### config.mk
export PLATFORM = sky130hd
export DESIGN_NAME = hilo_muldiv_ctrl
export DESIGN_NICKNAME = d
export VERILOG_FILES = /design/src/rtl/hilo_muldiv_ctrl.sv
export SDC_FILE = /design/constraint.sdc
export NUM_CORES = 2
export LEC_CHECK = 0
export CAP_MARGIN = 15
export CELL_PAD_IN_SITES_DETAIL_PLACEMENT = 0
export CELL_PAD_IN_SITES_GLOBAL_PLACEMENT = 1
export CORE_ASPECT_RATIO = 1.4
export CORE_MARGIN = 5
export CORE_UTILIZATION = 39
export DETAILED_ROUTE_END_ITERATION = 10
export MAX_ROUTING_LAYER = met4
export PLACE_DENSITY_LB_ADDON = 0.1
export SYNTH_ARGS = -nofsm -noshare
export SYNTH_HDL_FRONTEND = slang
export SYNTH_SLANG_ARGS = --single-unit
export TNS_END_PERCENT = 10
### constraint.sdc
create_clock -name clk -period 11.25 [get_ports clk]
set_input_delay 2.8125 -clock clk [delete_from_list [all_inputs] [get_ports clk]]
set_output_delay 2.8125 -clock clk [all_outputs]
set_load 0.05 [all_outputs]
### src/rtl/hilo_muldiv_ctrl.sv
// HI/LO register pair with the shared multiply/divide sequencer for the EX stage.
// Multiplies take MUL_CYCLES extra cycles; divides run a 32-step radix-2 shift-subtract loop.
module hilo_muldiv_ctrl #(
    parameter int MUL_CYCLES = 2
) (
    input  logic        clk,
    input  logic        rst,
    input  logic        start,
    input  logic [2:0]  op,
    input  logic [31:0] a,
    input  logic [31:0] b,
    input  logic        flush,
    output logic [31:0] hi,
    output logic [31:0] lo,
    output logic        stall,
    output logic        busy
);

    localparam logic [2:0] OP_MULT  = 3'b001;
    localparam logic [2:0] OP_MULTU = 3'b010;
    localparam logic [2:0] OP_DIV   = 3'b011;
    localparam logic [2:0] OP_DIVU  = 3'b100;
    localparam logic [2:0] OP_MTHI  = 3'b101;
    localparam logic [2:0] OP_MTLO  = 3'b110;

    localparam logic [4:0] MUL_LAST = 5'(MUL_CYCLES - 1);
    localparam logic [4:0] DIV_LAST = 5'd31;

    typedef enum logic [1:0] {IDLE, MUL, DIV, FIX} state_t;

    state_t      state;
    logic [4:0]  count;
    logic [63:0] product;
    logic [31:0] dvd;        // dividend shifts out the top while quotient bits shift in
    logic [31:0] divisor;
    logic [32:0] rem;
    logic        div_signed;
    logic        sign_a;
    logic        sign_b;
    logic        div_zero;

    logic        is_mul;
    logic        is_div;
    logic        accept;
    logic [63:0] mul_a;
    logic [63:0] mul_b;
    logic [31:0] abs_a;
    logic [31:0] abs_b;
    logic [32:0] rem_sh;
    logic [32:0] rem_sub;
    logic        q_bit;
    logic [31:0] quot_fix;
    logic [31:0] rem_fix;

    assign is_mul = (op == OP_MULT) || (op == OP_MULTU);
    assign is_div = (op == OP_DIV) || (op == OP_DIVU);
    assign accept = (state == IDLE) && start && !flush;
    assign stall  = (accept && (is_mul || is_div)) || (state != IDLE);

    // Sign- or zero-extending to 64 bits lets one unsigned multiplier serve both MULT and MULTU.
    assign mul_a = (op == OP_MULT) ? {{32{a[31]}}, a} : {32'b0, a};
    assign mul_b = (op == OP_MULT) ? {{32{b[31]}}, b} : {32'b0, b};
    assign abs_a = ((op == OP_DIV) && a[31]) ? -a : a;
    assign abs_b = ((op == OP_DIV) && b[31]) ? -b : b;

    assign rem_sh  = (rem << 1) | {32'b0, dvd[31]};
    assign rem_sub = rem_sh - {1'b0, divisor};
    assign q_bit   = (rem_sh >= {1'b0, divisor});

    assign quot_fix = (div_signed && (sign_a ^ sign_b)) ? -dvd : dvd;
    assign rem_fix  = (div_signed && sign_a) ? -rem[31:0] : rem[31:0];

    // NOTE: all state here is sequential, so it is written only with non-blocking (<=)
    // assignments; blocking ones would make later reads in this block see half-updated values.
    always_ff @(posedge clk or posedge rst) begin
        if (rst) begin
            state      <= IDLE;
            busy       <= 1'b0;
            count      <= '0;
            hi         <= '0;
            lo         <= '0;
            product    <= '0;
            dvd        <= '0;
            divisor    <= '0;
            rem        <= '0;
            div_signed <= 1'b0;
            sign_a     <= 1'b0;
            sign_b     <= 1'b0;
            div_zero   <= 1'b0;
        end else if (flush) begin
            // Abort whatever is in flight; HI/LO keep their architectural values.
            state <= IDLE;
            busy  <= 1'b0;
        end else begin
            case (state)
                IDLE: begin
                    if (start) begin
                        if (op == OP_MTHI) begin
                            hi <= a;
                        end else if (op == OP_MTLO) begin
                            lo <= a;
                        end else if (is_mul) begin
                            product <= mul_a * mul_b;
                            count   <= '0;
                            state   <= MUL;
                            busy    <= 1'b1;
                        end else if (is_div) begin
                            dvd        <= abs_a;
                            divisor    <= abs_b;
                            rem        <= '0;
                            sign_a     <= a[31];
                            sign_b     <= b[31];
                            div_signed <= (op == OP_DIV);
                            div_zero   <= (b == 32'b0);
                            count      <= '0;
                            state      <= (b == 32'b0) ? FIX : DIV;
                            busy       <= 1'b1;
                        end
                    end
                end
                MUL: begin
                    count <= count + 5'd1;
                    if (count == MUL_LAST) begin
                        {hi, lo} <= product;
                        state    <= IDLE;
                        busy     <= 1'b0;
                    end
                end
                DIV: begin
                    rem   <= q_bit ? rem_sub : rem_sh;
                    dvd   <= {dvd[30:0], q_bit};
                    count <= count + 5'd1;
                    if (count == DIV_LAST) begin
                        state <= FIX;
                    end
                end
                FIX: begin
                    if (!div_zero) begin
                        hi <= rem_fix;
                        lo <= quot_fix;
                    end
                    state <= IDLE;
                    busy  <= 1'b0;
                end
                default: begin
                    state <= IDLE;
                    busy  <= 1'b0;
                end
            endcase
        end
    end

endmodule

==> impl_metrics.yaml <==
status:
  status: "complete, no violations"
critical_path:
  reg2reg_slack_ns: 7.12
  path_class: "primary input to flop"
  crit_slowest_cell: "fa_1"
  cpPeakStageDelay_ns: 0.61
  r2r-start: "dvd[31]"
  rr_worst_depth: 13
  cp_data_arrival_time_ns: 11.46
  crit_path_start_kind: "primary input"
  cp.required_ns: 11.70
  cp-end-kind: "flop"
  cp_max_fo: 7
  crit-reg2reg-capture: "rem[30]"
  worst_path_most_repeated_cell: "fa_1"
  crit_start: "op[2]"
timing:
  rsz0062_at_grt: "yes"
  whs_ns: 0.475
  fin_crit_ns: 11.01
  slew_headroom_pct: 16.8
  fin_ws_ns: 0.242
  fin_setup_tns_ns: 0
  post-route-period-util_pct: 97.9
  tightest_slew_ns: 1.25
  setup_viol: 0
  finalClockSkew_ns: 0.0116
  finalMaxSlewViolations: 0
  timing.fmax_mhz: 90.8
  hold_viol_final: 0
min_path:
  min_path_cells: 2
  whs_endpoint: "hi[15]"
  hp-class: "flop to flop"
  hp-start: "hi[15]"
route:
  wl_met2_um: 128000
  wl_met1_um: 90300
  drt_iter0_markers: 2443
  top_layer_used: "met4"
  drt-wirelength-per-cell_um: 25.0
  postRouteAntennaNets: 0
  drc_errors: 0
  vias: 48046
  via_per_inst: 5.07
  wl_met3_um: 7360
  dr.pass1.iters: 5
  drt-total-wl_um: 237000
global_route:
  globalRouteTotalUtil_pct: 29.4
  grt_antenna_before_repair: 15
  grt_pass1_vias: 53874
  grt_pass1_wl_um: 354000
  grt_overflow: 0
  grt_max_degree: 131
yosys:
  syn_area_per_cell_um2: 9.07
  yosys_warnings: 0
  yosysUniqueCellTypes: 84
  synth-edff-count: 0
  synth_top_cell_by_area: "fa_1"
  yosysSeqAreaShare_pct: 9.50
  async_reset_ff_share_pct: 100
  synth_area_mm2: 0.0622
  syn_nets: 8703
  yosys_register_bits: 236
  synth_ff_type: "dfrtp_1"
  netlist_top_cells_area: "fa_1, inv_1, dfrtp_1, ha_1, nand2_1"
  synthCells: 6858
  synth.top_cell.area_share_pct: 45.6
placed_design:
  gp_congestion: 0.942
  dp_hpwl_um: 205000
  dp_slack_ns: -1.12
  numPortBuffers: 136
finish:
  fillers: 15683
  area.sequential_mm2: 0.00591
  drive_gt1_share_pct: 12.9
  multi_input_area_mm2: 0.0494
  nets: 9199
  syn2layout_area_growth_pct: 16.9
die:
  start_util_pct: 39.2
  dieArea_mm2: 0.168
  die_h_um: 482
  die_w_um: 347
  io-pin-count: 137
  rows: 173
  core_mm2: 0.159
cts:
  cts_made_buffers: 27
  cts_hold_buf: 0
  cts_tree: "built"
  clk_path_buf_depth: 3
  cts_root_buf: "clkbuf_16"
  path_clk_slew_ns: 0.06
  insertion_delay_ns: 0.57
  htree_levels: 1
  clkSinkCount: 236
flow_run:
  drv_cap: 0
layer usage:
layer / global-route usage (%) / vias up
met1: 33.3 / 25197
met3: 1.75 / 293
met5: - / -
met4: 9.93 / 0
met2: 55.3 / 1007
li1: - / 21549
area by class of cell:
type / count / share of cell area [%]
multi-input cells: 4655 / 68.0
flip-flops and latches: 236 / 8.13
repair buffers: 853 / 10.7
diodes: 8 / 0.0276
well taps: 2100 / 3.62
clock buffers: 34 / 1.04
clock inverters: 13 / 0.320
inverters: 1581 / 8.18
registers in the layout, indices dropped and copies added (netlist names):
register and cells:
div_zero 1, busy 1, sign_b 1, count 5, lo 32, div_signed 1
sign_a 1, rem 32, state 2, divisor 32, hi 32, product 64
dvd 32
metrics by stage:
stage | util, % | cell area, um^2 | cells
2_1_floorplan | - | 62200 | 6858
3_3_place_gp | 44.7 | 70900 | 9398
3_5_place_dp | 44.7 | 70900 | 9398
4_1_cts | 45.5 | 72300 | 9454
5_1_grt | 45.8 | 72600 | 9478
6_report | 45.8 | 72600 | 9480
kinds of logic (layout without fill, tap and decap cells):
group / after synthesis / count (layout) / share of synthesized area (%)
adder cells (fa/ha/maj): 1776 / 1776 / 52.8
buffers and inverters: 1967 / 2481 / 11.9
multiplexers: 15 / 15 / 0.246
XOR/XNOR: 253 / 253 / 3.59
other: 0 / 8 / 0
AO/OA/AOI/OAI: 791 / 791 / 8.05
AND/OR/NAND/NOR: 1820 / 1820 / 13.9
flip-flops: 236 / 236 / 9.50
cells in the mapped netlist, drive strengths merged, types with 10 or more instances:
cell / n
xnor2: 161
nor3: 45
dfrtp: 236
nand4: 25
a211oi: 14
xor2: 91
ha: 357
o41ai: 13
and3: 33
a21o: 44
a21oi: 213
or3: 15
and2: 451
o311ai: 21
clkbuf: 327
a31oi: 21
nor2: 145
inv: 1580
fa: 1417
nand2b: 22
nand3: 46
o211ai: 10
a22o: 48
o21a: 15
nor4: 14
or4: 16
o21ai: 256
a221oi: 26
nand2: 964
o21bai: 23
o31ai: 40
mux2i: 13
buf: 59
worst max-delay path, delay by kind of cell:
family | cells | cell delay, ns
fa+ha+maj | 11 | 5.46
simple gates | 8 | 1.44
buf+inv | 10 | 1.38
compound gates | 3 | 0.35
worst max-delay path by stage:
stage          cells past startpoint           to  slack [ns]
2_1_floorplan                     31  product[62]        0.01
3_3_place_gp                      33  product[58]       -1.06
3_5_place_dp                      33  product[58]       -1.12
4_1_cts                           32  product[61]       -0.03
5_1_grt                           36  product[60]       -0.03
6_report                          32  product[63]        0.24
timing repair:
action                     CTS  global route
pin swaps                   62            75
setup endpoints to repair   24            29
gates cloned                 1             0
resized for setup           73            67
setup buffers                8            18
cells in the final DEF, fill, tap and decap left out, types with 43 or more instances in the layout:
cell | Yosys | layout
inv_1 | 1579 | 1569
fa_1 | 1417 | 1392
nand2_1 | 964 | 951
buf_4 | 0 | 617
and2_1 | 450 | 449
ha_1 | 357 | 344
o21ai_0 | 251 | 243
dfrtp_1 | 236 | 236
a21oi_1 | 213 | 201
xnor2_1 | 161 | 160
nor2_1 | 145 | 138
clkdlybuf4s50_1 | 0 | 94
buf_12 | 0 | 94
xor2_1 | 91 | 90
a22o_1 | 48 | 48
nand3_1 | 46 | 45
a21o_1 | 44 | 43
Power is not shown: default switching activity piles up to over one toggle a cycle in this logic, so the estimate is an artifact.
